==> config.mk <==
export PLATFORM = sky130hd
export DESIGN_NAME = note_tone_player
export DESIGN_NICKNAME = d
export VERILOG_FILES = /design/src/rtl/note_tone_player.sv
export SDC_FILE = /design/constraint.sdc
export NUM_CORES = 1
export LEC_CHECK = 0
export CORE_MARGIN = 5
export CORE_UTILIZATION = 55
export CTS_CLUSTER_SIZE = 8
export DETAILED_ROUTE_END_ITERATION = 7
export GPL_ROUTABILITY_DRIVEN = 1
export HOLD_SLACK_MARGIN = 0.08
export PLACE_DENSITY = 0.79
export SLEW_MARGIN = 5
export SYNTH_ARGS = -nofsm -noshare
export SYNTH_HDL_FRONTEND = slang
export SYNTH_SLANG_ARGS = --single-unit
==> constraint.sdc <==
create_clock -name clk -period 4.57 [get_ports clk]
set_input_delay 0.457 -clock clk [delete_from_list [all_inputs] [get_ports clk]]
set_output_delay 0.457 -clock clk [all_outputs]
set_load 0.05 [all_outputs]
==> src/rtl/note_tone_player.sv <==
// ---------------------------------------------------------------------------
// note_tone_player
//
// Playback end of the note path. Takes (pitch, duration) note words from the
// song sequencer and plays each as a square wave on a buzzer/speaker pin.
// The pitch is a half-period in clk cycles, produced by a down-counting
// divider. The duration is a count of externally supplied beat ticks. A fixed
// silent gap of GAP_CYC clk cycles follows every note.
//
// Handshake: a note word is transferred on a rising clk edge where both
// note_valid and note_ready are high. note_ready is combinational,
// (state == IDLE) & en, and does not depend on note_valid. The sequencer
// holds the word stable while note_valid is high and note_ready is low.
//
// Parameters
//   DIV_W    width of the half-period field (clk cycles per tone half-period)
//   DUR_W    width of the duration field (beats)
//   GAP_CYC  silent clk cycles after every note (0 = no gap)
//   GAP_W    width of the gap counter; GAP_CYC <= 2**GAP_W
//
// Ports
//   clk               system clock, all logic on the rising edge
//   clr_n             synchronous reset, active low
//   en                run enable; low freezes state, counters and tone_out
//   beat_tick         one-cycle beat strobe from the tempo counter
//   note_valid        note word present
//   note_ready        block can accept a note (combinational)
//   note_half_period  tone half-period in clk cycles; 0 plays a rest
//   note_beats        note length in beats; 0 skips the note
//   tone_out          square-wave output (registered)
//   busy              high while a note plays or its gap runs (registered)
//   note_done         one-cycle pulse when a note finishes (registered)
//
// The FSM state is held in the enum-typed signal `state` (IDLE/PLAY/GAP) so
// that checkers can observe it directly.
// ---------------------------------------------------------------------------
module note_tone_player #(
   parameter int DIV_W   = 18,
   parameter int DUR_W   = 8,
   parameter int GAP_CYC = 1000,
   parameter int GAP_W   = 10
) (
   input  logic             clk,
   input  logic             clr_n,
   input  logic             en,
   input  logic             beat_tick,
   input  logic             note_valid,
   output logic             note_ready,
   input  logic [DIV_W-1:0] note_half_period,
   input  logic [DUR_W-1:0] note_beats,
   output logic             tone_out,
   output logic             busy,
   output logic             note_done
);

   typedef enum logic [1:0] {
      IDLE = 2'd0,
      PLAY = 2'd1,
      GAP  = 2'd2
   } state_t;

   localparam logic [DIV_W-1:0] DIV_ONE  = DIV_W'(1);
   localparam logic [DUR_W-1:0] DUR_ONE  = DUR_W'(1);
   localparam logic [GAP_W-1:0] GAP_ONE  = GAP_W'(1);
   // Gap counter preload. It counts down to 0 inclusive, so GAP_CYC-1
   // yields exactly GAP_CYC enabled cycles between note end and note_done.
   localparam logic [GAP_W-1:0] GAP_LOAD = (GAP_CYC == 0) ? '0 : GAP_W'(GAP_CYC - 1);

   state_t           state;
   logic [DIV_W-1:0] half;      // latched half-period of the current note
   logic [DIV_W-1:0] div_cnt;   // cycles left until the next tone toggle
   logic [DUR_W-1:0] beats;     // beats left in the current note
   logic [GAP_W-1:0] gap_cnt;   // cycles left in the silent gap

   logic xfer;
   logic last_beat;

   assign note_ready = (state == IDLE) && en;
   assign xfer       = note_valid && note_ready;
   // The tick that consumes the final beat ends the note.
   assign last_beat  = beat_tick && (beats == DUR_ONE);

   always_ff @(posedge clk) begin
      if (!clr_n) begin
         // Reset also abandons a note in progress, with no note_done.
         state     <= IDLE;
         half      <= '0;
         div_cnt   <= '0;
         beats     <= '0;
         gap_cnt   <= '0;
         tone_out  <= 1'b0;
         busy      <= 1'b0;
         note_done <= 1'b0;
      end else begin
         // note_done is a single-cycle pulse even while paused.
         note_done <= 1'b0;

         if (en) begin
            unique case (state)
               IDLE: begin
                  if (xfer) begin
                     if (note_beats == '0) begin
                        // Zero-length note: skip it, but report completion.
                        note_done <= 1'b1;
                     end else begin
                        half     <= note_half_period;
                        beats    <= note_beats;
                        // A rest leaves the divider parked at 0.
                        div_cnt  <= (note_half_period == '0) ? '0
                                                             : note_half_period - DIV_ONE;
                        tone_out <= 1'b0;
                        busy     <= 1'b1;
                        state    <= PLAY;
                     end
                  end
               end

               PLAY: begin
                  if (last_beat) begin
                     tone_out <= 1'b0;
                     div_cnt  <= '0;
                     beats    <= '0;
                     if (GAP_CYC != 0) begin
                        gap_cnt <= GAP_LOAD;
                        state   <= GAP;
                     end else begin
                        busy      <= 1'b0;
                        note_done <= 1'b1;
                        state     <= IDLE;
                     end
                  end else begin
                     if (beat_tick && (beats > DUR_ONE)) begin
                        beats <= beats - DUR_ONE;
                     end
                     // Divider runs only for a pitched note; reload at 0,
                     // otherwise count down, so it never wraps.
                     if (half != '0) begin
                        if (div_cnt == '0) begin
                           div_cnt  <= half - DIV_ONE;
                           tone_out <= ~tone_out;
                        end else begin
                           div_cnt <= div_cnt - DIV_ONE;
                        end
                     end
                  end
               end

               GAP: begin
                  if (gap_cnt == '0) begin
                     busy      <= 1'b0;
                     note_done <= 1'b1;
                     state     <= IDLE;
                  end else begin
                     gap_cnt <= gap_cnt - GAP_ONE;
                  end
               end

               default: begin
                  busy     <= 1'b0;
                  tone_out <= 1'b0;
                  state    <= IDLE;
               end
            endcase
         end
      end
   end

endmodule

# --- Word level (Yosys, flattened, before mapping) ---
# Cells that the tools add are included.
totals:
  regBits: 59
  output_inout_bits: 4
op_classes:
  add_sub_neg: 5
  magnitude_cmp: 1
  n_eq_ne: 11
  mux: 34
  bitwise: 4
  n_reduce_logical: 20
op_table:
  columns: ["cell", "n"]
  rows:
  - ["2-to-1 mux 18 bit", 6]
  - ["subtractor 18 x 1 -> 18 bit, second input constant", 3]
  - ["logical NOT 18 bit", 2]
  - ["case mux 18 bit (2 select lines)", 1]
  - ["2-to-1 mux 8 bit", 4]
  - ["2-to-1 mux 10 bit", 2]
  - ["case mux 10 bit (2 select lines)", 1]
  - ["AND reduction 5 bit", 4]
  - ["nonzero test 18 bit", 1]
  - ["case mux 8 bit (2 select lines)", 1]
  - ["2-to-1 mux 1 bit", 11]
  - ["logical NOT 10 bit", 1]
  - ["inequality test 2 bit, second input constant", 5]
  - ["subtractor 10 x 1 -> 10 bit, second input constant", 1]
  - ["inequality test 3 bit, second input constant", 3]
  - ["== test 8 x 1 -> 1 bit, second input constant", 1]
  - ["> comparator 8 x 1 -> 1 bit, second input constant", 1]
  - ["logical NOT 8 bit", 1]
  - ["2-to-1 mux 2 bit", 4]
  - ["AND reduction 4 bit", 2]
  - ["subtractor 8 x 1 -> 8 bit, second input constant", 1]
  - ["case mux 1 bit (3 select lines)", 2]
  - ["case mux 2 bit (3 select lines)", 1]
  - ["AND reduction 6 bit", 1]
  - ["8 further kinds", 15]

# --- Depth between registers and ports, before layout ---
depth:
  ltp_word: 5
  depth_mapped: 13
  depth_no_buf: 11

# --- Least setup slack after synthesis ---
# Ideal clock, no wire load.
synth_path:
  path_type: "register to register"
  startpoint: "reg state[0]"
  endpoint: "reg beats[0]"
  t_arrival_ps: 3078
  required_time_ps: 4436
  slack_ps: 1358
  stages_incl_launch_ff: 8
  synth_period_minus_slack_ps: 3212
  cell_sequence: "dfxtp_1 > clkbuf_1 > nor3b_1 > o211ai_1 > a211o_1 > clkbuf_1 > a221oi_1 > a211oi_1"
synth_via:
  elab_chain_len: 5
  elab_cells_between_ends: 10
  cone_classes: "eq/ne: 4; mux: 1; reduce/logical: 5"
synth_rtl:
  columns: ["item", "line_no", "rtl"]
  rows:
  - ["from (decl)", "69", "state_t state;"]
  - ["from (signal assigned)", "86", "state <= IDLE;"]
  - ["from (signal assigned)", "113", "state <= PLAY;"]
  - ["from (signal assigned)", "125", "state <= GAP;"]
  - ["logical NOT 2 bit", "78", "assign note_ready = (state == IDLE) && en;"]
  - ["logical AND 1 bit", "78", null]
  - ["via note_ready", "48", "output logic note_ready,"]
  - ["logical AND 1 bit", "79", "assign xfer = note_valid && note_ready;"]
  - ["inequality test 2 bit (no source line)", null, null]
  - ["AND reduction 5 bit (no source line)", null, null]
  - ["to (signal assigned)", "107", "beats <= note_beats;"]
  - ["to (signal assigned)", "133", "beats <= beats - DUR_ONE;"]
  - ["to (decl)", "72", "logic [DUR_W-1:0] beats;"]
# The timed path passes the listed nets, and every way through them passes these cells.
# A chain may end at the register's enable or synchronous reset.

# --- Final worst setup path ---
layout_path:
  startpoint: "reg div_cnt[7]"
  endpoint: "reg div_cnt[10]"
layout_via:
  elab_chain_len: 5
  elab_cells_between_ends: 6
  cone_classes: "add/sub: 1; mux: 4; reduce/logical: 1"
layout_rtl:
  columns: ["item", "line_no", "rtl"]
  rows:
  - ["from (decl)", "71", "logic [DIV_W-1:0] div_cnt;"]
  - ["from (signal assigned)", "109", "div_cnt <= (note_half_period == '0) ? '0"]
  - ["from (signal assigned)", "139", "div_cnt <= half - DIV_ONE;"]
  - ["from (signal assigned)", "142", "div_cnt <= div_cnt - DIV_ONE;"]
  - ["subtractor 18 x 1 -> 18 bit or logical NOT 18 bit (tied branches)", "142, 138", null]
  - ["2-to-1 mux 18 bit *", "138", "if (div_cnt == '0) begin"]
  - ["2-to-1 mux 18 bit *", "137", "if (half != '0) begin"]
  - ["2-to-1 mux 18 bit *", "119", "if (last_beat) begin"]
  - ["case mux 18 bit (2 select lines) *", "99", "unique case (state)"]
# Mark *: on every way between the ends. The rest lies on a longest branch, timed or not. The select of a mux whose other input is x is not followed.

==> qor.csv <==
metric;value;unit
status;finished clean;
yosysTopAreaCellShare;29.6;%
critPathKind;reg2reg;
synth.most_common_cell;nor2_1;
die_h;95.2;um
slew_viol_final;0;
yosys_register_bits;59;
root_buffer;clkbuf_8;
grt_usage;27.2;%
synth_edf_count;0;
vias;4220;
skew;0.00938;ns
worst_hold_path_type;reg2reg;
synth_common_cells;nor2_1 (68), dfxtp_1 (59), a21oi_1 (40);
grt_pass1_wl;19.3;mm
grt_pass1_vias;4013;
ios;35;
viasPerCell;6.57;
fill_cells;638;
syn_nets;546;
overflow;0;
regArea;0.00118;mm2
p_total;1590;uW
rsz0062_at_grt;no;
ys.flop_type;dfxtp_1;
fmaxAchievable;293;MHz
cts_tree;built;
yosys.area.top_type;dfxtp_1;
reg2reg_to;div_cnt[10];
firstDrtPassIters;5;
drcViolationCount;0;
cp_max_fo;11;
start_kind;flip-flop;
finalHoldViolCount;0;
r2r_start;div_cnt[7];
synth_seq_area_share;29.6;%
drt_iter0_drc;378;
coreArea;0.00718;mm2
grt_max_degree;31;
final_area;0.00462;mm2
syn_inst;510;
diodes;0;
cp_data_arrival_time;3.65;ns
place.port_buffers;34;
worstSetupStartpoint;div_cnt[7];
setup-tns-final;0;ns
antenna_found_initial;0;
netlist_area;0.00399;mm2
synthArstFlopShare;0;%
cellLeakagePower;0.00170;uW
period_needed;3.41;ns
hp-start;busy;
start_util;55.6;%
cp-endpoint;div_cnt[10];
place_ws;1.26;ns
max_slew_margin;18.7;%
powerDensity;344;mW/mm2
cp.required;4.81;ns
die_area;0.00906;mm2
std_cell_rows;31;
area_delta_synth_final;15.7;%
die_w;95.2;um
multi_input_area;0.00261;mm2
ir_drop;0.199;mV
tightest_slew;1.22;ns
htree_levels;3;
synth.area.top_cells;dfxtp_1 (30%), nor2_1 (6.4%), a21oi_1 (5.0%);
synth_cell_type_count;65;
clk_latency;0.35;ns
period_share;74.6;%
avgSynthCellArea;7.82;um2
final_util;64.3;%
yosys_warnings;0;
max_cap_violations;0;
gp_congestion;1.02;
layout-drive-gt1-share;8.84;%
numCtsBuffers;9;
cts.sink_count;59;
final.setup.worst_slack;1.16;ns
clockBufferDepth;2;
endpoint_kind;flip-flop;
drt_wl_total;11.9;mm
nNetsFinal;574;
place_hpwl;8.51;mm
clk_pin_slew_worst_paths;0.08;ns
post_cts_resized;0;
postCtsHoldBufs;0;
wire_per_inst;18.5;um
r2r_cells;11;
post_cts_buffers;0;
finalSetupViolations;0;
ant_nets;0;
r2r_slack;1.16;ns
placed_area;0.00439;mm2
## cell families after synthesis
kind of cell               count (synthesis)  synth area share (%)
and+or+nand+nor                          196                  25.8
AOI/OAI and AO/OA                        170                  29.1
DFF                                       59                  29.6
buffers and inverters                     42                  4.89
muxes                                     20                  5.08
xor gates and xnor gates                  18                  3.95
adders and majority gates                  5                  1.57
## layout by cell type (no fill, tap or decap), types with 12 or more instances in the layout
cell             count
a21oi_1             40
dfxtp_1             59
o21ai_0             36
nor2_1              68
nor4_1              18
clkdlybuf4s50_1     34
xnor2_1             12
nor3_1              18
inv_1               14
mux2i_1             18
nand2_1             23
## worst min-delay path by stage
stage	end	slack [ns]	cells past startpoint
after floorplan	gap_cnt[9]	0.45	1
after global placement	busy	0.47	2
after detailed placement	gap_cnt[9]	0.47	1
after CTS	gap_cnt[9]	0.49	1
after global routing	gap_cnt[9]	0.52	1
final	busy	0.49	2
## registers in the layout, indices dropped and copies added, names as in the netlist
name and cells:
beats 8, busy 1, div_cnt 18, gap_cnt 10, half 18, note_done 1, state 2, tone_out 1
## final cells by class
cell class	instances	share of cell area [%]
multi-input combinational	409	56.6
sequential	59	25.6
timing repair buffer	45	9.16
clock buffer	9	2.68
tap	99	2.68
clock inverter	7	2.14
inverter	14	1.14
## per-stage QoR
step	instances	hold slack (ns)
floorplan	510	0.450
detailed placement	626	0.474
CTS	642	0.487
finish	642	0.490
global placement	626	0.472
global route	642	0.517
## where the power goes
group,internal [uW],switching (uW)
Clock,311,239
Combinational,179,269
Sequential,546,45.7
Total,1040,554
## worst max-delay path: stages (launching register included)
cell	delay, ns
dfxtp_1	0.41
or3_1	0.36
or2_0	0.51
nor3_4	0.08
a21oi_1	0.21
ha_1	0.27
nor2b_1	0.19
nand2_1	0.12
or3_2	0.46
o311ai_0	0.33
a31oi_1	0.14
o221a_2	0.23
## layer usage
metal  wire, um  up-vias  track usage, %
li1           -     2015               -
met2       5330      194            42.1
met4        290        0            13.1
met3        876       35            4.74
met5          0        -               0
met1       5370     1976            36.5
Note: power is estimated with default switching activity, not from simulation.
